`src/rtl/mem_stage_pkg.sv`:
```
// rtl/mem_stage_pkg.sv - shared uOP types and decode helpers for the CPU pipeline
//
// Purpose: functional-unit and operation enums, the uOP_t pipeline record,
// register-name constants and small op-class decode helpers.
// Ports: none (package).

package mem_stage_pkg;

   typedef enum logic [2:0] {
      GALU, BRU, CSR, FPU, GLSU, GMUL, VPU
   } fu_e;

   typedef enum logic [4:0] {
      _NOP,
      _LB, _LH, _LW, _LBU, _LHU, _FLW,
      _SB, _SH, _SW, _FSW,
      _CSRRW, _CSRRS, _CSRRC, _CSRRWI, _CSRRSI, _CSRRCI
   } op_e;

   localparam logic [4:0] X0 = 5'd0;

   typedef struct packed {
      logic        valid;
      op_e         op;
      fu_e         fu;
      logic [4:0]  rd;
      logic [4:0]  rs1;
      logic [31:0] result;
      logic [31:0] pc;
   } uOP_t;

   function automatic logic is_load(input op_e op);
      return op inside {_LB, _LH, _LW, _LBU, _LHU, _FLW};
   endfunction

   // Set/clear CSR variants skip the CSR write when the source is x0 / zimm==0.
   function automatic logic is_csr_set_clr(input op_e op);
      return op inside {_CSRRS, _CSRRC, _CSRRSI, _CSRRCI};
   endfunction

endpackage

```
`src/rtl/mem_stage_load_extract.sv`:
```
// rtl/mem_stage_load_extract.sv - byte/halfword/word extraction and extension of a D$ word
//
// Purpose: shift the aligned D$ word by the bit offset computed in EXE and
// sign/zero-extend according to the load op. Purely combinational.
// Ports:
//   op     in  op_e   load operation
//   sh     in  5      bit offset of the addressed byte within the word
//   word   in  32     aligned D$ word
//   data   out 32     extended writeback value

module mem_stage_load_extract
   import mem_stage_pkg::*;
(
   input  op_e         op,
   input  logic [4:0]  sh,
   input  logic [31:0] word,
   output logic [31:0] data
);

   logic [31:0] w;

   always_comb begin
      w = word >> sh;
      case (op)
         _LB:     data = {{24{w[7]}}, w[7:0]};
         _LBU:    data = {24'd0, w[7:0]};
         _LH:     data = {{16{w[15]}}, w[15:0]};
         _LHU:    data = {16'd0, w[15:0]};
         default: data = w;
      endcase
   end

endmodule

```
`src/rtl/mem_stage.sv`:
```
// rtl/mem_stage.sv - CPU memory stage: D$ completion, CSR RMW, MEM/WB register
//
// Purpose: finishes D$ loads (extract/extend), performs CSR read-modify-write,
// selects the writeback value and holds the MEM/WB register. Stalls the pipe
// while a D$ access is outstanding.
// Ports:
//   clk_i, rst_i                 clock, synchronous active-high reset
//   stall_i                      external pipeline stall (hazard unit)
//   mem_uOP_i                    EXE/MEM uOP
//   mem_mul_result_i             multiplier result
//   mem_csr_operand_i            rs1 value or zimm
//   dcache_core_wait_i           D$ response not yet available
//   dcache_core_out_i            D$ read word
//   csr_addr_o/csr_rdata_i       CSR read port
//   csr_we_o/csr_wdata_o         CSR write port
//   mem_stall_o                  stall request generated here
//   wb_uOP_o, wb_data_o          MEM/WB register and forwarding value

module mem_stage
   import mem_stage_pkg::*;
#(
   parameter int CSR_ADDR_W = 12
) (
   input  logic                  clk_i,
   input  logic                  rst_i,
   input  logic                  stall_i,
   input  uOP_t                  mem_uOP_i,
   input  logic [31:0]           mem_mul_result_i,
   input  logic [31:0]           mem_csr_operand_i,
   input  logic                  dcache_core_wait_i,
   input  logic [31:0]           dcache_core_out_i,
   output logic [CSR_ADDR_W-1:0] csr_addr_o,
   input  logic [31:0]           csr_rdata_i,
   output logic                  csr_we_o,
   output logic [31:0]           csr_wdata_o,
   output logic                  mem_stall_o,
   output uOP_t                  wb_uOP_o,
   output logic [31:0]           wb_data_o
);

   typedef enum logic {RUN, WAIT} mem_state_e;

   mem_state_e  state_q, state_n;
   logic [31:0] buf_q;
   logic        buf_v_q;
   logic        is_lsu, is_ld, advance;
   logic [31:0] ld_word, ld_data, data_n;
   logic        valid_n;
   uOP_t        wb_q;

   assign is_lsu  = (mem_uOP_i.fu == GLSU);
   assign is_ld   = is_lsu && is_load(mem_uOP_i.op);
   assign advance = !stall_i && !mem_stall_o;

   // Once the load word is buffered the D$ is no longer waited on.
   always_comb begin
      state_n     = state_q;
      mem_stall_o = 1'b0;
      case (state_q)
         RUN: begin
            if (is_lsu && dcache_core_wait_i && !buf_v_q) begin
               state_n     = WAIT;
               mem_stall_o = 1'b1;
            end
         end
         WAIT: begin
            if (dcache_core_wait_i) mem_stall_o = 1'b1;
            else                    state_n     = RUN;
         end
         default: state_n = RUN;
      endcase
   end

   always_ff @(posedge clk_i) begin
      if (rst_i) state_q <= RUN;
      else       state_q <= state_n;
   end

   // Capture load data that returns while the pipe is held externally, since
   // the D$ output is not guaranteed to stay stable afterwards.
   always_ff @(posedge clk_i) begin
      if (rst_i) begin
         buf_v_q <= 1'b0;
         buf_q   <= 32'd0;
      end else if (advance) begin
         buf_v_q <= 1'b0;
      end else if (is_ld && !dcache_core_wait_i && stall_i && !buf_v_q) begin
         buf_v_q <= 1'b1;
         buf_q   <= dcache_core_out_i;
      end
   end

   assign ld_word = buf_v_q ? buf_q : dcache_core_out_i;

   mem_stage_load_extract u_load_extract (
      .op   (mem_uOP_i.op),
      .sh   (mem_uOP_i.result[4:0]),
      .word (ld_word),
      .data (ld_data)
   );

   assign csr_addr_o = mem_uOP_i.result[CSR_ADDR_W-1:0];

   always_comb begin
      csr_wdata_o = 32'd0;
      if (mem_uOP_i.fu == CSR) begin
         case (mem_uOP_i.op)
            _CSRRW, _CSRRWI: csr_wdata_o = mem_csr_operand_i;
            _CSRRS, _CSRRSI: csr_wdata_o = csr_rdata_i | mem_csr_operand_i;
            _CSRRC, _CSRRCI: csr_wdata_o = csr_rdata_i & ~mem_csr_operand_i;
            default:         csr_wdata_o = 32'd0;
         endcase
      end
   end

   assign csr_we_o = (mem_uOP_i.fu == CSR) && !stall_i && !mem_stall_o &&
                     !(is_csr_set_clr(mem_uOP_i.op) && (mem_uOP_i.rs1 == X0));

   always_comb begin
      data_n  = mem_uOP_i.result;
      valid_n = mem_uOP_i.valid;
      case (mem_uOP_i.fu)
         GMUL: begin data_n = mem_mul_result_i; valid_n = 1'b1; end
         CSR:  begin data_n = csr_rdata_i;      valid_n = 1'b1; end
         GLSU: begin
            if (is_load(mem_uOP_i.op)) begin
               data_n  = ld_data;
               valid_n = 1'b1;
            end else begin
               valid_n = 1'b0;
            end
         end
         default: ;
      endcase
   end

   always_ff @(posedge clk_i) begin
      if (rst_i) begin
         wb_q <= uOP_t'(0);
      end else if (stall_i) begin
         wb_q <= wb_q;
      end else if (mem_stall_o) begin
         wb_q <= uOP_t'(0);
      end else begin
         wb_q        <= mem_uOP_i;
         wb_q.result <= data_n;
         wb_q.valid  <= valid_n;
      end
   end

   assign wb_uOP_o  = wb_q;
   assign wb_data_o = wb_q.result;

endmodule

```
`config.mk`:
```
export PLATFORM = sky130hd
export DESIGN_NAME = mem_stage
export DESIGN_NICKNAME = d
export VERILOG_FILES = /design/src/rtl/mem_stage_pkg.sv /design/src/rtl/mem_stage_load_extract.sv /design/src/rtl/mem_stage.sv
export SDC_FILE = /design/constraint.sdc
export NUM_CORES = 1
export LEC_CHECK = 0
export ABC_AREA = 1
export BUFFER_PORTS_ARGS = -buffer_cell sky130_fd_sc_hd__buf_2
export CAP_MARGIN = 20
export CORE_AREA = 2 2 148 150
export DETAILED_ROUTE_END_ITERATION = 16
export DIE_AREA = 0 0 150 152
export GPL_TIMING_DRIVEN = 1
export HOLD_SLACK_MARGIN = 0.06
export PLACE_DENSITY = 0.69
export SYNTH_ARGS = -nofsm -noshare
export SYNTH_HDL_FRONTEND = slang
export SYNTH_SLANG_ARGS = --single-unit
export TNS_END_PERCENT = 50
```
`constraint.sdc`:
```
create_clock -name clk_i -period 3.62 [get_ports clk_i]
set_input_delay 0.724 -clock clk_i [delete_from_list [all_inputs] [get_ports clk_i]]
set_output_delay 0.724 -clock clk_i [all_outputs]
set_load 0.02 [all_outputs]
```
; Word-level counts from Yosys, hierarchy flattened
; Index checks and enable logic that the tools add are counted.
[totals]
input_bits = 215
wordCells = 68
regBits = 117
out_inout_bits = 161
[classes]
bitwise_logic = 5
n_eq_ne = 15
muxes = 12
shift = 1
reduce_logical = 25
[ops]
columns = operator, count
row1 = $pmux W32 S3, 2
row2 = $pmux W32 S4, 1
row3 = $mux W32, 3
row4 = $mux W83, 1
row5 = $and A32 B32 Y32, 1
row6 = $not A32 Y32, 1
row7 = $or A32 B32 Y32, 1
row8 = $shr A32 B5 Y32, 1
row9 = $eq A5 B4 Y1 const B, 5
row10 = $eq A5 B3 Y1 const B, 3
row11 = $logic_and A1 B1 Y1, 11
row12 = $eq A5 B2 Y1 const B, 2
row13 = $reduce_or A2 Y1, 5
row14 = $eq A3 B3 Y1 const B, 2
row15 = $reduce_bool A6 Y1, 1
row16 = $eq A5 B1 Y1 const B, 1
row17 = $eq A5 B5 Y1 const B, 1
row18 = $logic_not A1 Y1, 5
row19 = $logic_not A5 Y1, 1
row20 = $pmux W1 S2, 2
row21 = $reduce_bool A4 Y1, 1
row22 = $eq A3 B2 Y1 const B, 1
row23 = $mux W1, 3
row24 = $not A1 Y1, 2
row25 = $reduce_and A2 Y1, 1

; Logic depth before layout (Yosys ltp)
; Gate-level depths: netlist (run 1).
[logic_depth]
depth_word = 9
mapped_depth = 17
ltp_nobuf = 15

; By module
; From an unflattened synthesis (run 1), not the netlist that was laid out.
[hier_totals]
hier_cells = 1445
hier_area_um2 = 8660.8
[modules_own_cells]
columns = module, cells_per_inst, area_per_inst_um2, instances
row1 = mem_stage, 1047, 6712.7, 1
row2 = mem_stage_load_extract, 398, 1948.1, 1

; Worst setup path after synthesis (run 1)
; Ideal clock, no wire load.
[synth_path]
path_kind = input-to-output
start = input mem_uOP_i[75] (netlist bit)
end = output csr_we_o
arrival_ns = 2.337
path_buffers = 1
cell_stages = 11
setup_slack_ns = 0.559
cell_sequence = inv_2 > nand2_1 > nor2_1 > inv_2 > nor2_1 > o21ai_1 > inv_2 > nor2_4 > inv_2 > clkbuf_1 > a311oi_1
[synth_via]
elab_chain_len = 8
word_cells_on_any_way = 10
cone_classes = 2 x eq/ne / 2 x mux / 6 x reduce/logical
[synth_lines]
columns = item, line_no
row1 = "start, declared", mem_stage.sv:27  ; input uOP_t mem_uOP_i,
row2 = $eq A3 B3 Y1, mem_stage.sv:51  ; assign is_lsu = (mem_uOP_i.fu == GLSU);
row3 = $logic_and A1 B1 Y1 (2 in a row), mem_stage.sv:61  ; if (is_lsu && dcache_core_wait_i && !buf_v_q) begin
row4 = $mux W1, mem_stage.sv:61
row5 = $pmux W1 S2, mem_stage.sv:59  ; case (state_q)
row6 = via mem_stall_o, mem_stage.sv:36  ; output logic mem_stall_o,
row7 = $logic_not A1 Y1, mem_stage.sv:116  ; assign csr_we_o = (mem_uOP_i.fu == CSR) && !stall_i && !mem_stall_o &&
row8 = $logic_and A1 B1 Y1 (2 in a row), mem_stage.sv:116
row9 = "end, declared", mem_stage.sv:34  ; output logic csr_we_o,
; The timed path passes the listed nets, and every way through them passes these cells.

; Worst setup path in the final report (run 1)
[layout_path]
start = input mem_uOP_i[80] (netlist bit)
end = output csr_wdata_o[9]
[layout_via]
elab_chain_len = 4
word_cells_on_any_way = 11
cone_classes = 6 x eq/ne / 2 x mux / 3 x reduce/logical
[layout_lines]
columns = item, line_no
row1 = $eq A5 B4 Y1 / $eq A5 B5 Y1 (equally long branches), mem_stage.sv:107  ; case (mem_uOP_i.op)
row2 = $reduce_or A2 Y1, mem_stage.sv:107
row3 = $pmux W32 S3 *, mem_stage.sv:107
row4 = $mux W32 *, mem_stage.sv:106  ; if (mem_uOP_i.fu == CSR) begin
row5 = "end, declared", mem_stage.sv:35  ; output logic [31:0] csr_wdata_o,
; Every way passes the cells marked *; elsewhere a longest branch is shown, timed or not.

==> results of run 1 <==
-- report_power, final --
part / internal [W] / switching [W] / total [W] / leakage, nW
Combinational: 0.000342 / 0.000670 / 0.00101 / 4.12
Clock: 0.000933 / 0.000782 / 0.00172 / 0.293
Sequential: 0.00135 / 0.0000416 / 0.00139 / 0.958
Total: 0.00262 / 0.00149 / 0.00412 / 5.37
-- worst paths after layout --
path | from | endpoint | slack, ns
worst min register to register | wb_uOP_o[71]$_SDFFE_PP0N_ | wb_uOP_o[71]$_SDFFE_PP0N_ | 0.46
worst max register to register | buf_v_q$_SDFFE_PP0P_ | wb_data_o[23]$_SDFFE_PP0N_ | 1.19
worst min-delay path | wb_uOP_o[71]$_SDFFE_PP0N_ | wb_uOP_o[71]$_SDFFE_PP0N_ | 0.46
worst max-delay path | mem_uOP_i[80] | csr_wdata_o[9] | 0.53
-- registers in the layout (all words and copies together) (netlist names) --
name       count
buf_v_q        1
buf_q         32
wb_uOP_o      51
state_q        1
wb_data_o     32
-- layer usage --
| layer | part of all wire, % | wire length (um) | track usage (%) | up-vias |
|---|---|---|---|---|
| met2 | 47 | 16100 | 47.8 | 472 |
| met3 | 8.6 | 2960 | 7.69 | 74 |
| li1 | - | - | - | 5152 |
| met5 | 0 | 0 | 0 | - |
| met4 | 3.3 | 1120 | 13.2 | 0 |
| met1 | 41 | 14200 | 36.7 | 4765 |
-- layout by cell type (no fill, tap or decap), types with 2 or more instances in the layout --
cell and count:
o21ai_1 24, nor2_4 2, a211oi_1 8, a211o_1 19, nand4_1 3, dfxtp_1 117, o21ai_0 28, o211ai_1 8
nor2_2 3, inv_8 4, nand3_1 208, inv_2 17, clkbuf_16 17, diode_2 5, nand2_1 373, inv_1 66
mux2i_1 2, buf_2 374, a221oi_1 31, inv_6 3, a21oi_1 182, nor3_1 34, buf_4 23, clkinv_8 6
nand3_2 2, nor2_1 87
-- worst max-delay path: cells and delay by family --
family | cells | cell delay (ns)
compound gates | 3 | 0.46
simple gates | 3 | 0.38
buf+inv | 6 | 0.78
-- through the flow --
stage / total power (W) / util, %
final: 0.00412 / 49.7
after global routing: 0.00431 / 49.7
after CTS: 0.00413 / 49.5
after detailed placement: 0.00242 / 46.7
after global placement: 0.00241 / 46.7
after floorplan: 0.00206 / -
-- logic make-up (layout without fill, tap and decap cells) --
family          after synthesis  count (layout)
other cells                   0               5
flops                       117             117
simple gates                720             720
mux                           2               2
compound gates              303             303
buf+inv                     228             515
-- final cells by class --
type,count,area (um2),share of cell area (%)
Antenna cell,5,12.5,0.118
Inverter,84,318,2.99
Multi-Input combinational cell,1025,4890,46.1
Clock inverter,15,185,1.74
Clock buffer,17,425,4.01
Tap cell,280,350,3.30
Timing Repair Buffer,399,2090,19.7
Sequential cell,117,2340,22.1
==> results.toml, run 1 <==
[drt]
postRouteWirelength_mm = 34.3
viasPerCell = 5.39
final_antenna_net_count = 0
drt_first_pass_iters = 5
drt_iter0_markers = 846
drcViolationCount = 0
wl_per_cell_um = 17.7
vias = 10500

[global_routing]
antenna_found_initial = 7
grt_usage_pct = 29.5
grt_pass1_wl_mm = 53.1
grt_pass1_vias = 9622
grt_max_degree = 92
overflow = 0

[synthesis]
synth.most_common_cell = "nand2_1"
synth.top_cell.area_share_pct = 28.1
synth-compound-area-share_pct = 21.1
synth_area_um2 = 8330
syn_nets = 1585
synth_xor_area_share_pct = 0
synth_flop_cell = "dfxtp_1"
synth_fa_ha_area_share_pct = 0
synth_edf_count = 0
yosys-top-cells-area = "dfxtp_1, nand2_1, nand3_1, a21oi_1, buf_4"
ys_seq_elements = 117
avgSynthCellArea_um2 = 6.08
seq_area_frac_synth_pct = 28.1
synthMuxAreaShare_pct = 0.240
synth_cells = 1370
yosys.area_share.simple_pct = 37.2
yosysWarnings = 0
synth_top_area_cell = "dfxtp_1"
synth_top_family_by_area = "simple AND/OR/NAND/NOR gates"
synthTopCellsByCount = "nand2_1, nand3_1, a21oi_1"
async_reset_ff_share_pct = 0
yosysUniqueCellTypes = 36

[sta]
fin_crit_ns = 3.09
clock_skew_ns = 0.0154
finalHoldViolations = 0
fin_setup_tns_ns = 0
rsz0062_at_grt = "false"
worst_slew_pin_slew_ns = 1.02
fmax_ghz = 0.324
setup_viol = 0
relSlewSlack_pct = 32.3
setup_slack_ns = 0.531
fin_crit_sh_pct = 85.3
fin_hold_ws_ns = 0.464
drv_slew = 0

[floorplanning]
dieArea_um2 = 22800
num_rows = 54
initial_utilization_pct = 39.0
die_w_um = 150
core_um2 = 21400
ioPinCount = 376
chipHeight_um = 152

[finish]
fin_nets = 1859
fillers = 2267
syn_to_final_growth_pct = 27.5
drive_above_1_share_pct = 27.9
final_area_um2 = 10600
final_cells = 1942

[place]
placed_area_um2 = 9970
hpwl_mm = 26.1
dpl.cell_count = 1904
place.gp.congestion = 0.933
pre_cts_ws_ns = 0.345
io_buffers = 375

[worst_setup_path]
r2r_cells = 13
slowest_stage = "inv_2"
crit_arrival_ns = 2.37
critPathKind = "in -> out"
crit_chain = "buf_2, inv_1, nor3_1, nand3b_1, nand3_1, inv_2, a21oi_1, inv_2, a21oi_1, o21ai_0, inv_1, buf_2"
critical_path_required_ns = 2.90
endpoint_kind = "output port"
cp_slowest_stage_delay_ns = 0.24
cp_max_fo = 32
cp-start-kind = "primary input"

[power]
vdd_drop_max_uv = 314
powerDensity_nw_per_um2 = 388
power.leakage_nw = 5.37

[hold_path]
hold_path.class = "reg -> reg"
worstHoldPathCells = 2

[clock_tree]
cts_buffer_depth = 2
cts_tree = "yes"
post_cts_resized = 0
cts-buffers-inserted = 17
clock-sinks = 117
clkTransAtPathRegs_ns = 0.07
post_cts_buffers = 0
hold_buffers = 0
insertion_delay_ns = 0.44
cts_max_level = 4
root_buffer = "clkbuf_16"

[outcome]
outcome = "finished, final reports clean"

[job]
cap_violations = 0
(Power assumes the default switching activity.)
==> inputs of run 2 (changes only) <==
--- a/config.mk
+++ b/config.mk
@@ -8,12 +8,10 @@
 export ABC_AREA = 1
 export BUFFER_PORTS_ARGS = -buffer_cell sky130_fd_sc_hd__buf_2
 export CAP_MARGIN = 20
-export CORE_AREA = 2 2 148 150
+export CORE_ASPECT_RATIO = 2
+export CORE_UTILIZATION = 30
 export DETAILED_ROUTE_END_ITERATION = 16
-export DIE_AREA = 0 0 150 152
-export GPL_TIMING_DRIVEN = 1
 export HOLD_SLACK_MARGIN = 0.06
-export PLACE_DENSITY = 0.69
 export SYNTH_ARGS = -nofsm -noshare
 export SYNTH_HDL_FRONTEND = slang
 export SYNTH_SLANG_ARGS = --single-unit
==> results.toml, run 2 (synthesized netlist as in run 1, its figures left out) <==
[worst_setup_path]
cp-start-kind = "primary input"
r2r_cells = 15
rr_startpoint = "buf_v_q$_SDFFE_PP0P_"
r2r_setup_slack_ns = 0.98
critical_path_required_ns = 2.90
cp_max_fo = 32
worstReg2RegEnd = "wb_data_o[15]$_SDFFE_PP0N_"
critPathLaunch = "mem_uOP_i[77]"
critPathKind = "in -> out"
endpoint = "csr_wdata_o[9]"
crit_arrival_ns = 2.46
endpoint_kind = "output port"

[sta]
relSlewSlack_pct = 41.8
clock_skew_ns = 0.00852
fin_setup_tns_ns = 0
setup_viol = 0
fmax_ghz = 0.314
finalHoldViolations = 0
rsz0062_at_grt = "false"
worst_slew_pin_slew_ns = 0.872
fin_crit_ns = 3.18
fin_crit_sh_pct = 87.9
drv_slew = 0

[global_routing]
met2_usage_pct = 47.3
top_usage_layer = "met2"
antenna_found_initial = 3
grt_pass1_vias = 9757
grt_util_met3_pct = 4.10
overflow = 0
globalRouteMet1Util_pct = 27.1
grt_usage_pct = 25.7
grt_pass1_wl_mm = 55.6
grt_max_degree = 81

[finish]
final_area_um2 = 10800
drive_above_1_share_pct = 28.1
largest_reg_flops = 51
final_common_cell = "buf_2"
final_cells = 2016
syn_to_final_growth_pct = 29.1
most-common-layout-cells = "buf_2, nand2_1, nand3_1"
fin_nets = 1864
finish.utilization_pct = 39.2

[drt]
drt_first_pass_iters = 13
postRouteWirelength_mm = 37.0
viasPerCell = 5.09
drt_iter0_markers = 669
final_antenna_net_count = 0
vias = 10300
wl_per_cell_um = 18.4
drcViolationCount = 2

[clock_tree]
clock-sinks = 117
cts_max_level = 4
insertion_delay_ns = 0.44
hold_buffers = 0
cts_buffer_depth = 2
cts-buffers-inserted = 17
cts_tree = "yes"
clkTransAtPathRegs_ns = 0.07
root_buffer = "clkbuf_16"
post_cts_resized = 0
post_cts_buffers = 0

[floorplanning]
ioPinCount = 376
dieArea_um2 = 28500
num_rows = 86
initial_utilization_pct = 30.4
core_um2 = 27400
chipHeight_um = 238
die_w_um = 120

[power]
powerDensity_nw_per_um2 = 401
power.leakage_nw = 5.41
vdd_drop_max_uv = 320
total_power_w = 0.00431

[place]
placed_area_um2 = 10100
place.gp.congestion = 0.915
dpl.cell_count = 1982
io_buffers = 375
hpwl_mm = 29.8

[outcome]
failed_checks = "DRC"
outcome = "finished with violations"

[hold_path]
hold_path.class = "reg -> reg"
hold_start = "wb_uOP_o[6]$_SDFFE_PP0N_"

[job]
cap_violations = 0
run 2: changes by cell type in the layout (fill, tap and decap cells not counted), sizes merged:
cell      previous run  this run
diode                5         2
clkinvlp             1         0
inv                 91        90
buf                399       404
clkinv               7         5
bufinv               0         4
run 2: critical path, stage by stage:
cell and delay [ns]:
buf_2 0.12, inv_2 0.05, nor2_2 0.14, nand3b_1 0.15
nand3_1 0.11, inv_2 0.17, a21oi_1 0.10, inv_2 0.47
a21oi_1 0.07, o21ai_0 0.14, inv_1 0.06, buf_2 0.16
run 2: worst min-delay path by stage:
stage	to	cells past startpoint
6_report	wb_uOP_o[6]$_SDFFE_PP0N_	2
2_1_floorplan	buf_q[5]$_SDFFE_PP0P_	2
5_1_grt	wb_uOP_o[17]$_SDFFE_PP0N_	2
4_1_cts	wb_uOP_o[6]$_SDFFE_PP0N_	2
3_3_place_gp	wb_uOP_o[69]$_SDFFE_PP0N_	2
3_5_place_dp	wb_uOP_o[6]$_SDFFE_PP0N_	2
run 2: stage by stage:
stage | setup WS [ns] | hold slack (ns)
global placement | 0.521 | 0.450
CTS | 0.436 | 0.462
finish | 0.438 | 0.461
detailed placement | 0.450 | 0.452
global route | 0.285 | 0.478
floorplan | 0.559 | 0.472
run 2: layer usage:
| metal | routed length [um] | vias to the layer above |
|---|---|---|
| met2 | 19800 | 319 |
| li1 | - | 5144 |
| met5 | 13 | - |
| met4 | 1820 | 2 |
| met1 | 13700 | 4727 |
| met3 | 1630 | 67 |
run 2: final cells by class:
cell class / instances / area (um2)
diodes: 2 / 5.00
well taps: 352 / 440
flip-flops and latches: 117 / 2340
multi-input cells: 1025 / 4890
clock inverters: 15 / 220
fillers: 3057 / 16700
clock buffers: 17 / 425
inverters: 84 / 318
repair buffers: 404 / 2110
run 2: power breakdown:
part	internal, W	switching (W)	leakage [nW]	total (W)
clock network	0.00117	0.000710	0.318	0.00188
logic	0.000344	0.000680	4.13	0.00102
registers	0.00135	0.0000508	0.958	0.00140
total	0.00287	0.00144	5.41	0.00431
==> inputs of run 3 (changes only) <==
--- a/config.mk
+++ b/config.mk
@@ -14,5 +14,6 @@
 export HOLD_SLACK_MARGIN = 0.06
 export SYNTH_ARGS = -nofsm -noshare
 export SYNTH_HDL_FRONTEND = slang
+export SYNTH_HIERARCHICAL = 1
 export SYNTH_SLANG_ARGS = --single-unit
 export TNS_END_PERCENT = 50
==> results.toml, run 3 <==
[synthesis]
async_reset_ff_share_pct = 0
seq_area_frac_synth_pct = 27.0
synth_flop_cell = "dfxtp_1"
synth_area_um2 = 8660
ys_seq_elements = 117
synth.most_common_cell = "nand2_1"
synth_edf_count = 0
synthTopCellsByCount = "nand2_1, nand3_1, inv_1"
yosys-top-cells-area = "dfxtp_1, nand2_1, nand3_1, inv_1, a21oi_1"
syn_nets = 1660
avgSynthCellArea_um2 = 5.99
yosysUniqueCellTypes = 37
synth_cells = 1445
yosysWarnings = 6
synth.top_cell.area_share_pct = 27.0
synth_top_area_cell = "dfxtp_1"

[worst_setup_path]
crit_chain = "inv_1, buf_4, nand2_1, nand2_1, nand2_1, inv_2, nor2_4, nor3b_1, buf_2"
critical_path_required_ns = 2.90
r2r_setup_slack_ns = 0.69
endpoint_kind = "output port"
rr_startpoint = "buf_v_q$_SDFFE_PP0P_"
slowest_stage = "nor3b_1"
cp-start-kind = "flop"
cp_max_fo = 17
crit_arrival_ns = 2.28
critPathKind = "reg -> out"
r2r_cells = 15
worstReg2RegEnd = "wb_data_o[27]$_SDFFE_PP0N_"
cp_slowest_stage_delay_ns = 0.39
path_common_cell = "nand2_1"

[sta]
drv_slew = 0
fin_crit_ns = 3.00
fin_crit_sh_pct = 82.9
finalHoldViolations = 0
fmax_ghz = 0.333
fin_setup_tns_ns = 0
clock_skew_ns = 0.0104
setup_viol = 0
fin_hold_ws_ns = 0.446
rsz0062_at_grt = "false"
relSlewSlack_pct = 36.8
setup_slack_ns = 0.619
worst_slew_pin_slew_ns = 0.949

[finish]
drive_above_1_share_pct = 26.7
final_common_cell = "nand2_1"
most-common-layout-cells = "nand2_1, buf_2, nand3_1"
diodes = 0
largest_reg_flops = 51
syn_to_final_growth_pct = 25.5
fin_nets = 1927
final_area_um2 = 10900

[drt]
postRouteWirelength_mm = 35.7
final_antenna_net_count = 0
viasPerCell = 5.00
drt_first_pass_iters = 5
drcViolationCount = 0
drt_iter0_markers = 557
wl_per_cell_um = 17.1
vias = 10400

[clock_tree]
insertion_delay_ns = 0.44
root_buffer = "clkbuf_16"
clkTransAtPathRegs_ns = 0.06
cts_max_level = 4
cts_tree = "yes"
post_cts_buffers = 0
cts_buffer_depth = 2
clock-sinks = 117
post_cts_resized = 0
cts-buffers-inserted = 17
hold_buffers = 0

[floorplanning]
num_rows = 87
dieArea_um2 = 29600
core_um2 = 28300
ioPinCount = 376
die_w_um = 122
initial_utilization_pct = 30.6
chipHeight_um = 242

[hold_path]
whs_endpoint = "buf_q[7]$_SDFFE_PP0P_"
hold_start = "buf_q[7]$_SDFFE_PP0P_"
worstHoldPathCells = 2
hold_path.class = "reg -> reg"

[power]
vdd_drop_max_uv = 286
powerDensity_nw_per_um2 = 369
power.leakage_nw = 5.86

[global_routing]
antenna_found_initial = 0
overflow = 0
grt_pass1_vias = 9691
grt_pass1_wl_mm = 53.8
grt_usage_pct = 23.8
grt_max_degree = 85

[job]
cap_violations = 0

[outcome]
outcome = "finished, final reports clean"

[place]
io_buffers = 375
placed_area_um2 = 10300
hpwl_mm = 27.7
pre_cts_ws_ns = 0.507
place.gp.congestion = 0.955
==> run 3: cell count changes after synthesis, moves of 31 or more <==
cell,previous run,this run
o22ai_1,0,32
nor3_1,34,1
inv_1,66,177
o21ai_0,28,63
a21oi_1,182,126
nor2_1,89,47
o211ai_1,8,39
a221oi_1,31,0
nand4_1,3,38
==> run 3: layer usage <==
layer / track usage [%] / up-vias / wire length (um)
li1: - / 5249 / -
met5: 0 / - / 0
met3: 3.95 / 68 / 1630
met4: 11.7 / 0 / 1510
met2: 43.9 / 358 / 18900
met1: 25.4 / 4721 / 13600
==> run 3: kinds of logic (layout without fill, tap and decap cells) <==
group / count (synthesis) / after routing / synth area share [%]
flops: 117 / 117 / 27.0
mux: 1 / 1 / 0.116
compound gates: 280 / 280 / 18.1
simple gates: 709 / 709 / 36.5
buf+inv: 338 / 618 / 18.2
==> run 3: stage by stage <==
stage	cells	util, %	power (W)
finish	2081	38.4	0.00401
global route	2081	38.4	0.00422
CTS	2081	38.4	0.00406
detailed placement	2049	36.4	0.00239
global placement	2049	36.4	0.00238
floorplan	1445	-	0.00204
==> run 3: area by class of cell <==
class	count	area (um2)
Sequential cell	117	2340
Clock buffer	18	439
Timing Repair Buffer	401	2080
Fill cell	3153	17400
Multi-Input combinational cell	990	4740
Clock inverter	14	126
Inverter	185	694
Tap cell	356	445
==> run 3: worst max path at each step <==
| stage | slack (ns) | end | cells past startpoint | start |
|---|---|---|---|---|
| after floorplan | 1.01 | csr_we_o | 10 | mem_uOP_i[75] |
| after CTS | 0.53 | csr_we_o | 9 | buf_v_q$_SDFFE_PP0P_ |
| after global routing | 0.37 | wb_data_o[19]$_SDFFE_PP0N_ | 15 | buf_v_q$_SDFFE_PP0P_ |
| final | 0.62 | csr_we_o | 9 | buf_v_q$_SDFFE_PP0P_ |
| after detailed placement | 0.51 | wb_data_o[28]$_SDFFE_PP0N_ | 14 | mem_uOP_i[32] |
| after global placement | 0.55 | wb_data_o[27]$_SDFFE_PP0N_ | 14 | mem_uOP_i[32] |
==> run 3: power by group <==
group / internal [W] / switching [W] / total (W) / leakage [nW]
Sequential: 0.00135 / 0.0000418 / 0.00139 / 0.957
Combinational: 0.000330 / 0.000642 / 0.000972 / 4.64
Clock: 0.000964 / 0.000682 / 0.00165 / 0.266
==> run 3: worst max-delay path: cells and delay by family (launching register included) <==
family / cells / cell delay [ns]
buffers and inverters: 4 / 0.81
DFF: 1 / 0.35
and+or+nand+nor: 5 / 0.68
